==> src/rtl/regfile_access_ctrl_if.sv <==
// Purpose: bundles the decode request, writeback, register-file and execute operand ports.
// Latency: none, wiring only.
// Backpressure: in_ready and op_ready carry the valid/ready handshakes; writeback has no ready.
//
// Signal groups
//   decode  : in_valid, in_ready, in_rs1, in_rs2, in_rd
//   wb      : wb_valid, wb_addr, wb_data
//   file    : rf_en, rf_r1, rf_r2, rf_write, rf_data (to file); rf_out1, rf_out2 (from file)
//   execute : op_valid, op_ready, op_a, op_b, op_rd
// Modports
//   slave   : the access controller
//   master  : the surrounding decode / execute / register-file environment
interface regfile_access_ctrl_if #(
    parameter int WORD_SIZE     = 64,
    parameter int REG_ADDR_SIZE = 4
);
    logic                     in_valid;
    logic                     in_ready;
    logic [REG_ADDR_SIZE-1:0] in_rs1;
    logic [REG_ADDR_SIZE-1:0] in_rs2;
    logic [REG_ADDR_SIZE-1:0] in_rd;

    logic                     wb_valid;
    logic [REG_ADDR_SIZE-1:0] wb_addr;
    logic [WORD_SIZE-1:0]     wb_data;

    logic                     rf_en;
    logic [REG_ADDR_SIZE-1:0] rf_r1;
    logic [REG_ADDR_SIZE-1:0] rf_r2;
    logic [REG_ADDR_SIZE-1:0] rf_write;
    logic [WORD_SIZE-1:0]     rf_data;
    logic [WORD_SIZE-1:0]     rf_out1;
    logic [WORD_SIZE-1:0]     rf_out2;

    logic                     op_valid;
    logic                     op_ready;
    logic [WORD_SIZE-1:0]     op_a;
    logic [WORD_SIZE-1:0]     op_b;
    logic [REG_ADDR_SIZE-1:0] op_rd;

    modport slave (
        input  in_valid, in_rs1, in_rs2, in_rd,
        output in_ready,
        input  wb_valid, wb_addr, wb_data,
        output rf_en, rf_r1, rf_r2, rf_write, rf_data,
        input  rf_out1, rf_out2,
        output op_valid, op_a, op_b, op_rd,
        input  op_ready
    );

    modport master (
        output in_valid, in_rs1, in_rs2, in_rd,
        input  in_ready,
        output wb_valid, wb_addr, wb_data,
        input  rf_en, rf_r1, rf_r2, rf_write, rf_data,
        output rf_out1, rf_out2,
        input  op_valid, op_a, op_b, op_rd,
        output op_ready
    );
endinterface

==> src/rtl/regfile_access_ctrl.sv <==
// Purpose: issues dual operand reads to a registered-read register file and forwards writebacks.
// Latency: issue in cycle N -> op_valid in N+2 when execute is not stalling; one request per cycle.
// Backpressure: one request can park in a holding slot; in_ready drops (comb from op_ready) when full.
//
// Ports
//   clk, rst_n : clock (posedge) and asynchronous active-low reset
//   bus        : regfile_access_ctrl_if.slave, carrying
//                decode  in_valid/in_ready/in_rs1/in_rs2/in_rd
//                wb      wb_valid/wb_addr/wb_data (always accepted)
//                file    rf_en/rf_r1/rf_r2/rf_write/rf_data out, rf_out1/rf_out2 in
//                execute op_valid/op_ready/op_a/op_b/op_rd
//
// Build option
//   RAC_BYPASS_EN : when defined, a writeback landing in the same cycle as an issue that reads
//                   the same register is forwarded straight into the operand. When undefined
//                   there are no bypass muxes; the request is instead held off (in_ready=0)
//                   for that cycle and reads the written value from the file one cycle later.
module regfile_access_ctrl #(
    parameter int WORD_SIZE     = 64,
    parameter int REG_ADDR_SIZE = 4
) (
    input  logic                  clk,
    input  logic                  rst_n,
    regfile_access_ctrl_if.slave  bus
);

    typedef logic [WORD_SIZE-1:0]     word_t;
    typedef logic [REG_ADDR_SIZE-1:0] addr_t;

    // One complete operand bundle as presented to execute.
    typedef struct packed {
        addr_t rd;
        word_t a;
        word_t b;
    } opnd_t;

    // Request waiting for the file's read data. fix_x marks an operand whose value is already
    // known at issue (register 0, or a same-cycle writeback) and must not be taken from rf_out.
    typedef struct packed {
        addr_t rd;
        logic  fix_a;
        logic  fix_b;
        word_t val_a;
        word_t val_b;
    } inflight_t;

    typedef enum logic [1:0] {
        SLOT_EMPTY,
        SLOT_INFLIGHT,
        SLOT_HELD
    } slot_t;

    localparam addr_t ADDR_ZERO = '0;
    localparam word_t WORD_ZERO = '0;

    slot_t     state_q;
    slot_t     state_d;
    inflight_t inf_q;
    inflight_t inf_d;
    opnd_t     held_q;
    opnd_t     out_q;
    logic      out_vld_q;

    opnd_t     inf_opnd;
    opnd_t     load_opnd;
    logic      load_out;
    logic      latch_held;

    logic      wb_hit;
    logic      hazard_stall;
    logic      out_free;
    logic      issue;

    // ------------------------------------------------------------------
    // Handshake and file-side drive
    // ------------------------------------------------------------------
    assign wb_hit = bus.wb_valid && (bus.wb_addr != ADDR_ZERO);

`ifdef RAC_BYPASS_EN
    assign hazard_stall = 1'b0;
`else
    // Without forwarding, a read of a register being written this cycle would see the stale
    // value, so the request waits one cycle and then reads the updated file.
    assign hazard_stall = wb_hit &&
                          ((bus.wb_addr == bus.in_rs1) || (bus.wb_addr == bus.in_rs2));
`endif

    // Output register can take new data this cycle if it is empty or being drained.
    assign out_free     = !out_vld_q || bus.op_ready;
    assign bus.in_ready = rst_n && ((state_q == SLOT_EMPTY) || out_free) && !hazard_stall;
    assign issue        = bus.in_valid && bus.in_ready;

    // rst_n is folded in so that nothing reaches the file while reset is asserted.
    assign bus.rf_en    = rst_n && (issue || bus.wb_valid);
    assign bus.rf_write = (rst_n && bus.wb_valid) ? bus.wb_addr : ADDR_ZERO;
    assign bus.rf_data  = (rst_n && bus.wb_valid) ? bus.wb_data : WORD_ZERO;
    assign bus.rf_r1    = issue ? bus.in_rs1 : ADDR_ZERO;
    assign bus.rf_r2    = issue ? bus.in_rs2 : ADDR_ZERO;

    // ------------------------------------------------------------------
    // Issue-cycle capture
    // ------------------------------------------------------------------
    always_comb begin
        inf_d = inf_q;
        if (issue) begin
            inf_d.rd    = bus.in_rd;
            inf_d.fix_a = (bus.in_rs1 == ADDR_ZERO);
            inf_d.fix_b = (bus.in_rs2 == ADDR_ZERO);
            inf_d.val_a = WORD_ZERO;
            inf_d.val_b = WORD_ZERO;
`ifdef RAC_BYPASS_EN
            // The file returns the pre-write value for a same-cycle write/read, so the
            // writeback data is the value the operand must snapshot.
            if (wb_hit && (bus.wb_addr == bus.in_rs1)) begin
                inf_d.fix_a = 1'b1;
                inf_d.val_a = bus.wb_data;
            end
            if (wb_hit && (bus.wb_addr == bus.in_rs2)) begin
                inf_d.fix_b = 1'b1;
                inf_d.val_b = bus.wb_data;
            end
`endif
        end
    end

    // Operands of the in-flight request, valid only in the cycle after issue when rf_out is live.
    always_comb begin
        inf_opnd.rd = inf_q.rd;
        inf_opnd.a  = inf_q.fix_a ? inf_q.val_a : bus.rf_out1;
        inf_opnd.b  = inf_q.fix_b ? inf_q.val_b : bus.rf_out2;
    end

    // ------------------------------------------------------------------
    // Slot FSM
    // ------------------------------------------------------------------
    always_comb begin
        state_d    = state_q;
        load_out   = 1'b0;
        latch_held = 1'b0;
        load_opnd  = inf_opnd;
        unique case (state_q)
            SLOT_EMPTY: begin
                if (issue) begin
                    state_d = SLOT_INFLIGHT;
                end
            end
            SLOT_INFLIGHT: begin
                if (out_free) begin
                    load_out = 1'b1;
                    state_d  = issue ? SLOT_INFLIGHT : SLOT_EMPTY;
                end else begin
                    // rf_out is only valid this cycle; park it before it is lost.
                    latch_held = 1'b1;
                    state_d    = SLOT_HELD;
                end
            end
            SLOT_HELD: begin
                if (out_free) begin
                    load_out  = 1'b1;
                    load_opnd = held_q;
                    state_d   = issue ? SLOT_INFLIGHT : SLOT_EMPTY;
                end
            end
            default: begin
                state_d = SLOT_EMPTY;
            end
        endcase
    end

    always_ff @(posedge clk or negedge rst_n) begin
        if (!rst_n) begin
            state_q   <= SLOT_EMPTY;
            inf_q     <= '0;
            held_q    <= '0;
            out_q     <= '0;
            out_vld_q <= 1'b0;
        end else begin
            state_q <= state_d;
            inf_q   <= inf_d;
            if (latch_held) begin
                held_q <= inf_opnd;
            end
            if (load_out) begin
                out_q     <= load_opnd;
                out_vld_q <= 1'b1;
            end else if (bus.op_ready) begin
                out_vld_q <= 1'b0;
            end
        end
    end

    assign bus.op_valid = out_vld_q;
    assign bus.op_a     = out_q.a;
    assign bus.op_b     = out_q.b;
    assign bus.op_rd    = out_q.rd;

endmodule

==> src/flat_wrapper.sv <==
// flat-port wrapper written by rule: the top's interface ports become plain ports
module regfile_access_ctrl_flat 
#(
    parameter int WORD_SIZE     = 64,
    parameter int REG_ADDR_SIZE = 4
)
  (clk, rst_n, bus_in_valid, bus_in_rs1, bus_in_rs2, bus_in_rd, bus_in_ready, bus_wb_valid, bus_wb_addr, bus_wb_data, bus_rf_en, bus_rf_r1, bus_rf_r2, bus_rf_write, bus_rf_data, bus_rf_out1, bus_rf_out2, bus_op_valid, bus_op_a, bus_op_b, bus_op_rd, bus_op_ready);
  regfile_access_ctrl_if #(.WORD_SIZE(WORD_SIZE), .REG_ADDR_SIZE(REG_ADDR_SIZE)) bus_i ();
  input  logic clk;
  input  logic rst_n;
  input wire logic [$bits(bus_i.in_valid)-1:0] bus_in_valid;
  input wire logic [$bits(bus_i.in_rs1)-1:0] bus_in_rs1;
  input wire logic [$bits(bus_i.in_rs2)-1:0] bus_in_rs2;
  input wire logic [$bits(bus_i.in_rd)-1:0] bus_in_rd;
  output wire logic [$bits(bus_i.in_ready)-1:0] bus_in_ready;
  input wire logic [$bits(bus_i.wb_valid)-1:0] bus_wb_valid;
  input wire logic [$bits(bus_i.wb_addr)-1:0] bus_wb_addr;
  input wire logic [$bits(bus_i.wb_data)-1:0] bus_wb_data;
  output wire logic [$bits(bus_i.rf_en)-1:0] bus_rf_en;
  output wire logic [$bits(bus_i.rf_r1)-1:0] bus_rf_r1;
  output wire logic [$bits(bus_i.rf_r2)-1:0] bus_rf_r2;
  output wire logic [$bits(bus_i.rf_write)-1:0] bus_rf_write;
  output wire logic [$bits(bus_i.rf_data)-1:0] bus_rf_data;
  input wire logic [$bits(bus_i.rf_out1)-1:0] bus_rf_out1;
  input wire logic [$bits(bus_i.rf_out2)-1:0] bus_rf_out2;
  output wire logic [$bits(bus_i.op_valid)-1:0] bus_op_valid;
  output wire logic [$bits(bus_i.op_a)-1:0] bus_op_a;
  output wire logic [$bits(bus_i.op_b)-1:0] bus_op_b;
  output wire logic [$bits(bus_i.op_rd)-1:0] bus_op_rd;
  input wire logic [$bits(bus_i.op_ready)-1:0] bus_op_ready;
  assign bus_i.in_valid = bus_in_valid;
  assign bus_i.in_rs1 = bus_in_rs1;
  assign bus_i.in_rs2 = bus_in_rs2;
  assign bus_i.in_rd = bus_in_rd;
  assign bus_in_ready = bus_i.in_ready;
  assign bus_i.wb_valid = bus_wb_valid;
  assign bus_i.wb_addr = bus_wb_addr;
  assign bus_i.wb_data = bus_wb_data;
  assign bus_rf_en = bus_i.rf_en;
  assign bus_rf_r1 = bus_i.rf_r1;
  assign bus_rf_r2 = bus_i.rf_r2;
  assign bus_rf_write = bus_i.rf_write;
  assign bus_rf_data = bus_i.rf_data;
  assign bus_i.rf_out1 = bus_rf_out1;
  assign bus_i.rf_out2 = bus_rf_out2;
  assign bus_op_valid = bus_i.op_valid;
  assign bus_op_a = bus_i.op_a;
  assign bus_op_b = bus_i.op_b;
  assign bus_op_rd = bus_i.op_rd;
  assign bus_i.op_ready = bus_op_ready;
  regfile_access_ctrl #(.WORD_SIZE(WORD_SIZE), .REG_ADDR_SIZE(REG_ADDR_SIZE)) u_core (.clk(clk), .rst_n(rst_n), .bus(bus_i));
endmodule
==> config.mk <==
export PLATFORM = sky130hd
export DESIGN_NAME = regfile_access_ctrl_flat
export DESIGN_NICKNAME = d
export VERILOG_FILES = /design/src/rtl/regfile_access_ctrl_if.sv /design/src/rtl/regfile_access_ctrl.sv /design/src/flat_wrapper.sv
export SDC_FILE = /design/constraint.sdc
export NUM_CORES = 1
export LEC_CHECK = 0
export CAP_MARGIN = 20
export CORE_UTILIZATION = 45
export CTS_CLUSTER_DIAMETER = 80
export CTS_CLUSTER_SIZE = 12
export DETAILED_ROUTE_END_ITERATION = 8
export PLACE_DENSITY = 0.79
export SLEW_MARGIN = 20
export SYNTH_ARGS = -nofsm -noshare
export SYNTH_HDL_FRONTEND = slang
export SYNTH_SLANG_ARGS = --single-unit
==> constraint.sdc <==
create_clock -name clk -period 2.5 [get_ports clk]
set_input_delay 0.375 -clock clk [delete_from_list [all_inputs] [get_ports clk]]
set_output_delay 0.375 -clock clk [all_outputs]
set_load 0.01 [all_outputs]
==> results of run 1 <==
[worst paths after layout]
| kind | end | slack [ns] | cells past startpoint |
|---|---|---|---|
| max | bus_rf_r1[0] | 0.12 | 8 |
| min | u_core.bus.op_b[42]$_DFFE_PN0P_ | 0.08 | 3 |
| min reg2reg | u_core.held_q[63]$_DFFE_PN0P_ | 0.48 | 2 |
| max in group asynchronous | u_core.bus.op_b[12]$_DFFE_PN0P_ | 1.42 | 3 |
| min in group clk | u_core.held_q[53]$_DFFE_PN0P_ | 0.43 | 3 |
| max reg2reg | u_core.held_q[54]$_DFFE_PN0P_ | 0.47 | 8 |
[synthesized netlist by cell type, drive strengths merged]
library cell	number	area (um^2)
a21o	1	7.51
a21oi	261	1310
and2	9	56.3
and3	68	427
buf	7	26.3
clkbuf	108	407
dfrtp	273	6830
ha	4	50.1
inv	4	15.0
mux2	11	128
mux2i	4	40.0
nand2	131	492
nand2b	130	813
nand3b	1	7.51
nand4	2	12.5
nor2	264	991
nor3b	1	18.8
nor4	2	12.5
o211ai	1	7.51
o21ai	129	646
o22ai	1	12.5
o311ai	1	8.76
o41ai	1	16.3
xnor2	8	70.1
[layout make-up]
cell class	instances	area (um^2)
fillers	2153	9170
repair buffers	466	4730
diodes	8	20.0
flip-flops and latches	273	6830
inverters	4	15.0
clock inverters	1	5.00
well taps	341	427
clock buffers	28	679
multi-input cells	1030	5150
[what timing repair did]
action / in CTS / in global routing
resized for setup: 40 / 8
hold buffers: 1 / 0
endpoints found under the setup margin: 10 / 10
hold endpoints to repair: 57 / 0
pin swaps: 3 / 2
buffers inserted: 4 / 2
[per-stage QoR]
step,util,instance area (um^2)
floorplan,-,12400
global placement,0.632,17100
detailed placement,0.632,17100
CTS,0.659,17800
global route,0.661,17900
finish,0.661,17900
[kinds of logic after synthesis]
group,after synthesis,share of synthesized area
muxes,15,0.0135
xor gates and xnor gates,8,0.00565
AOI/OAI and AO/OA,395,0.162
adders and majority gates,4,0.00404
and+or+nand+nor,608,0.228
buffers and inverters,119,0.0361
DFF,273,0.551
[worst reg2reg max path, cell delays in order, from the launching register on]
cell	delay, ns
dfrtp_1	0.39
buf_4	0.13
buf_4	0.13
ha_1	0.22
nand3b_1	0.23
buf_12	0.28
buf_4	0.34
nand2_1	0.12
o21ai_0	0.10
[sequential cells by signal (all words and copies together), names as in the netlist]
signal	flops
u_core.inf_opnd	4
u_core.held_q	132
u_core.bus.op_valid	1
u_core.bus.op_b	64
u_core.bus.op_a	64
u_core.bus.op_rd	4
u_core.inf_q	2
u_core.state_q	2
[power by group through the flow]
| stage | clock, mW | combinational (mW) | sequential, mW |
|---|---|---|---|
| 2_1_floorplan | 0 | 4.01 | 8.02 |
| 3_3_place_gp | 0 | 8.27 | 7.69 |
| 3_5_place_dp | 0 | 8.56 | 7.80 |
| 4_1_cts | 3.53 | 8.65 | 7.74 |
| 5_1_grt | 3.71 | 9.53 | 7.97 |
| 6_report | 3.46 | 8.63 | 7.74 |
[per-layer routing]
metal | vias up | global-route usage | part of all wire
met3 | 70 | 0.0508 | 0.063
met1 | 5414 | 0.321 | 0.38
met2 | 405 | 0.483 | 0.52
li1 | 5477 | - | -
met4 | 0 | 0.116 | 0.038
met5 | - | 0 | 0
==> flow_summary.json, run 1 <==
{
  "grt_max_degree": 176,
  "period_minus_slack_ns": 2.38,
  "dieArea_um2": 28200,
  "globalplace.congestion": 0.926,
  "numCtsBuffers": 26,
  "clock_skew_ns": 0.0214,
  "place_ws_ns": -0.522,
  "io_pins": 424,
  "yosysSeqAreaShare": 0.551,
  "synth_warnings": 0,
  "netlist_area_um2": 12400,
  "instances_no_fill": 2151,
  "drv_slew": 0,
  "routedWlPerCell_um": 17.9,
  "yosys_register_bits": 273,
  "final_antenna_net_count": 0,
  "max_slew.worst_pin.slew_ns": 1.04,
  "slowest_stage": "dfrtp_1",
  "seqPwrFrac": 0.390,
  "clk_latency_ns": 0.53,
  "power_density_nw_per_um2": 1110,
  "grt_usage": 0.271,
  "io_buffers": 423,
  "slowest_delay_ns": 0.38,
  "clkPwrFrac": 0.174,
  "worstPathMaxFanout": 5,
  "synth_cell_type_count": 28,
  "clock_sinks": 273,
  "final_cell_mix": "clkdlybuf4s50_1, dfrtp_1, nor2_1, a21oi_1, nand2_1",
  "nets": 2018,
  "finalHoldViolations": 0,
  "ir_worst_vdd_mv": 0.571,
  "die_h_um": 168,
  "path_buf_inv": 4,
  "pwr-share-comb": 0.435,
  "netlist_instances": 1422,
  "dp.cells": 2107,
  "max_freq_mhz": 420,
  "setup_slack_ns": 0.117,
  "first_iter_violations": 856,
  "cp_top_family": "buffers and inverters",
  "row_count": 60,
  "worstSetupPathType": "reg -> out",
  "cp.arrival_ns": 2.01,
  "maxCapViolCount": 0,
  "die_w_um": 168,
  "power_switching_mw": 7.27,
  "overflow": 0,
  "p_sw_frac": 0.367,
  "crit_path_start": "u_core.state_q[1]$_DFFE_PN0P_",
  "antenna_found_initial": 8,
  "core_um2": 27000,
  "syn_nets": 1639,
  "routed_wl_um": 38600,
  "areaGrowthSynthToFinish_pct": 44.0,
  "critical_path.startpoint_type": "flop",
  "grt_pass1_vias": 11500,
  "p_leak_nw": 8.01,
  "end_kind": "output port",
  "r2r_start": "u_core.state_q[0]$_DFFE_PN0P_",
  "clk_pin_slew_ns": 0.07,
  "status": "finished, final reports clean",
  "p_int_mw": 12.6,
  "hold_ws_ns": 0.0810,
  "cts_tree": "done",
  "max-slew-margin-rel": 0.304,
  "drive_gt1_frac": 0.0577,
  "final_common_cell": "clkdlybuf4s50_1",
  "min_path_type": "in -> async",
  "cp.required_ns": 2.12,
  "viasPerCell": 5.28,
  "setup_tns_ns": 0,
  "grt_pass1_wl_um": 60700,
  "hpwl_um": 26600,
  "initial_core_util": 0.459,
  "p_total_mw": 19.8,
  "synth_area_per_cell_um2": 8.72,
  "drcViolationCount": 0,
  "rsz0062_at_grt": "no",
  "vias": 11400,
  "crit_path_cell_trace": "inv_2 > ha_4 > o21ai_1 > buf_4 > nor3b_4 > buf_6 > and2_1 > buf_2",
  "drt_first_pass_iters": 5,
  "cts_root_buffer": "clkbuf_16",
  "htree_levels": 1,
  "finalCritPeriodShare": 0.953,
  "cts_max_path_buffers": 3,
  "finalSetupViolations": 0
}
Note: power is estimated with default switching activity, not from simulation.
==> inputs of run 2 (changes only) <==
Settings changed: PLACE_DENSITY 0.79 to 0.89.
==> flow_summary.json, run 2 (synthesis gave the netlist of run 1 again) <==
{
  "power_density_nw_per_um2": 1110,
  "grtUsageMet3": 0.0529,
  "io_pins": 424,
  "power_switching_mw": 7.39,
  "p_leak_nw": 8.02,
  "io_buffers": 423,
  "hpwl_um": 26900,
  "final_common_cell": "clkdlybuf4s50_1",
  "cp.required_ns": 2.12,
  "period_minus_slack_ns": 2.50,
  "routed_wl_um": 39700,
  "path_buf_inv": 4,
  "ir_worst_vdd_mv": 0.540,
  "areaGrowthSynthToFinish_pct": 44.6,
  "cp_top_family": "buffers and inverters",
  "largest_reg_flops": 132,
  "core_um2": 27000,
  "cp.arrival_ns": 2.12,
  "first_iter_violations": 917,
  "nets": 2022,
  "maxCapViolCount": 0,
  "regMostFlops": "u_core.held_q",
  "p_int_mw": 12.6,
  "fin_util": 0.664,
  "p_total_mw": 20.0,
  "cts_root_buffer": "clkbuf_16",
  "max_freq_mhz": 401,
  "finalHoldViolations": 0,
  "clk_latency_ns": 0.52,
  "drt_first_pass_iters": 5,
  "clkPwrFrac": 0.174,
  "drv_slew": 0,
  "grt_pass1_vias": 11900,
  "routedWlPerCell_um": 18.4,
  "antenna_found_initial": 10,
  "slowest_delay_ns": 0.50,
  "drive_gt1_frac": 0.0576,
  "clock_skew_ns": 0.0125,
  "htree_levels": 1,
  "cts_max_path_buffers": 3,
  "viasPerCell": 5.46,
  "final_cell_mix": "clkdlybuf4s50_1, dfrtp_1, nor2_1, a21oi_1, nand2_1",
  "die_w_um": 168,
  "die_h_um": 168,
  "busiest_layer": "met2",
  "finalSetupViolations": 0,
  "max-slew-margin-rel": 0.540,
  "rsz0062_at_grt": "yes",
  "max_slew.worst_pin.slew_ns": 0.689,
  "grt_max_degree": 183,
  "worstPathMaxFanout": 5,
  "final_antenna_net_count": 0,
  "pwr-share-comb": 0.439,
  "seqPwrFrac": 0.387,
  "r2r_start": "u_core.state_q[0]$_DFFE_PN0P_",
  "numCtsBuffers": 26,
  "min_path_type": "in -> async",
  "globalplace.congestion": 0.926,
  "clk_pin_slew_ns": 0.06,
  "drcViolationCount": 0,
  "grt_use_met1": 0.314,
  "crit_path_cell_trace": "clkdlybuf4s50_1 > xnor2_1 > nand4_1 > a21oi_2 > nor3b_4 > buf_12 > buf_4 > and2_1 > dlygate4sd2_1",
  "row_count": 60,
  "end_kind": "output port",
  "clock_sinks": 273,
  "finalCritPeriodShare": 0.998,
  "slowest_stage": "clkdlybuf4s50_1",
  "status": "finished, final reports clean",
  "overflow": 0,
  "p_sw_frac": 0.370,
  "critical_path.startpoint_type": "input pin",
  "initial_core_util": 0.459,
  "met2_usage": 0.470,
  "grt_pass1_wl_um": 61800,
  "grt_usage": 0.274,
  "crit_path_start": "bus_in_rs1[1]",
  "cts_tree": "done",
  "dieArea_um2": 28200,
  "worstSetupPathType": "in -> out",
  "vias": 11800
}
## run 2: routing by layer
layer,routed length (um),vias up
met2,19700,519
li1,-,5484
met3,2780,128
met1,14900,5647
met4,2330,0
met5,0,-
## run 2: timing repair
action	in CTS	in global routing
hold endpoints to repair	37	0
pin swaps	2	3
hold buffers	3	0
gates cloned	0	0
endpoints found under the setup margin	10	5
resized for setup	35	9
buffers inserted	5	2
## run 2: power by group through the flow
stage	Clock [mW]	Sequential, mW	Combinational [mW]
3_5_place_dp	0	7.75	8.67
5_1_grt	3.70	7.93	9.66
6_report	3.48	7.72	8.77
2_1_floorplan	0	8.02	4.01
4_1_cts	3.53	7.70	8.78
3_3_place_gp	0	7.61	8.30
## run 2: layout make-up
type	count	area, um^2
Fill cell	2009	9090
Sequential cell	273	6830
Multi-Input combinational cell	1030	5160
Timing Repair Buffer	470	4780
Clock buffer	28	679
Tap cell	341	427
Antenna cell	11	27.5
Inverter	4	15.0
Clock inverter	1	5.00
## run 2: stage by stage
stage	cell area [um^2]	hold WS, ns	worst slack (ns)	cells	setup TNS (ns)
finish	17900	0.0827	0.00422	2158	0
global route	17900	0.0985	-0.0547	2157	-0.0547
CTS	17900	0.248	0.00280	2144	0
detailed placement	17100	0.352	-0.383	2107	-3.59
global placement	17100	0.349	-0.366	2107	-3.27
floorplan	12400	0.0794	0.542	1422	0
## run 2: worst register-to-register path: cells and delay by family, from the launching register on
kind,cells,cell delay [ns]
AOI/OAI and AO/OA,2,0.25
DFF,1,0.39
adders and majority gates,1,0.29
and+or+nand+nor,1,0.08
buffers and inverters,5,0.81
## run 2: final timing paths
check	endpoint	slack (ns)	cells past startpoint
worst max-delay path	bus_rf_r2[3]	0.004	9
worst min-delay path	u_core.bus.op_b[43]$_DFFE_PN0P_	0.08	3
worst max register to register	u_core.bus.op_a[50]$_DFFE_PN0P_	0.55	9
worst min register to register	u_core.held_q[51]$_DFFE_PN0P_	0.48	2
max in group asynchronous	u_core.bus.op_b[44]$_DFFE_PN0P_	1.36	3
min in group clk	u_core.held_q[51]$_DFFE_PN0P_	0.44	3
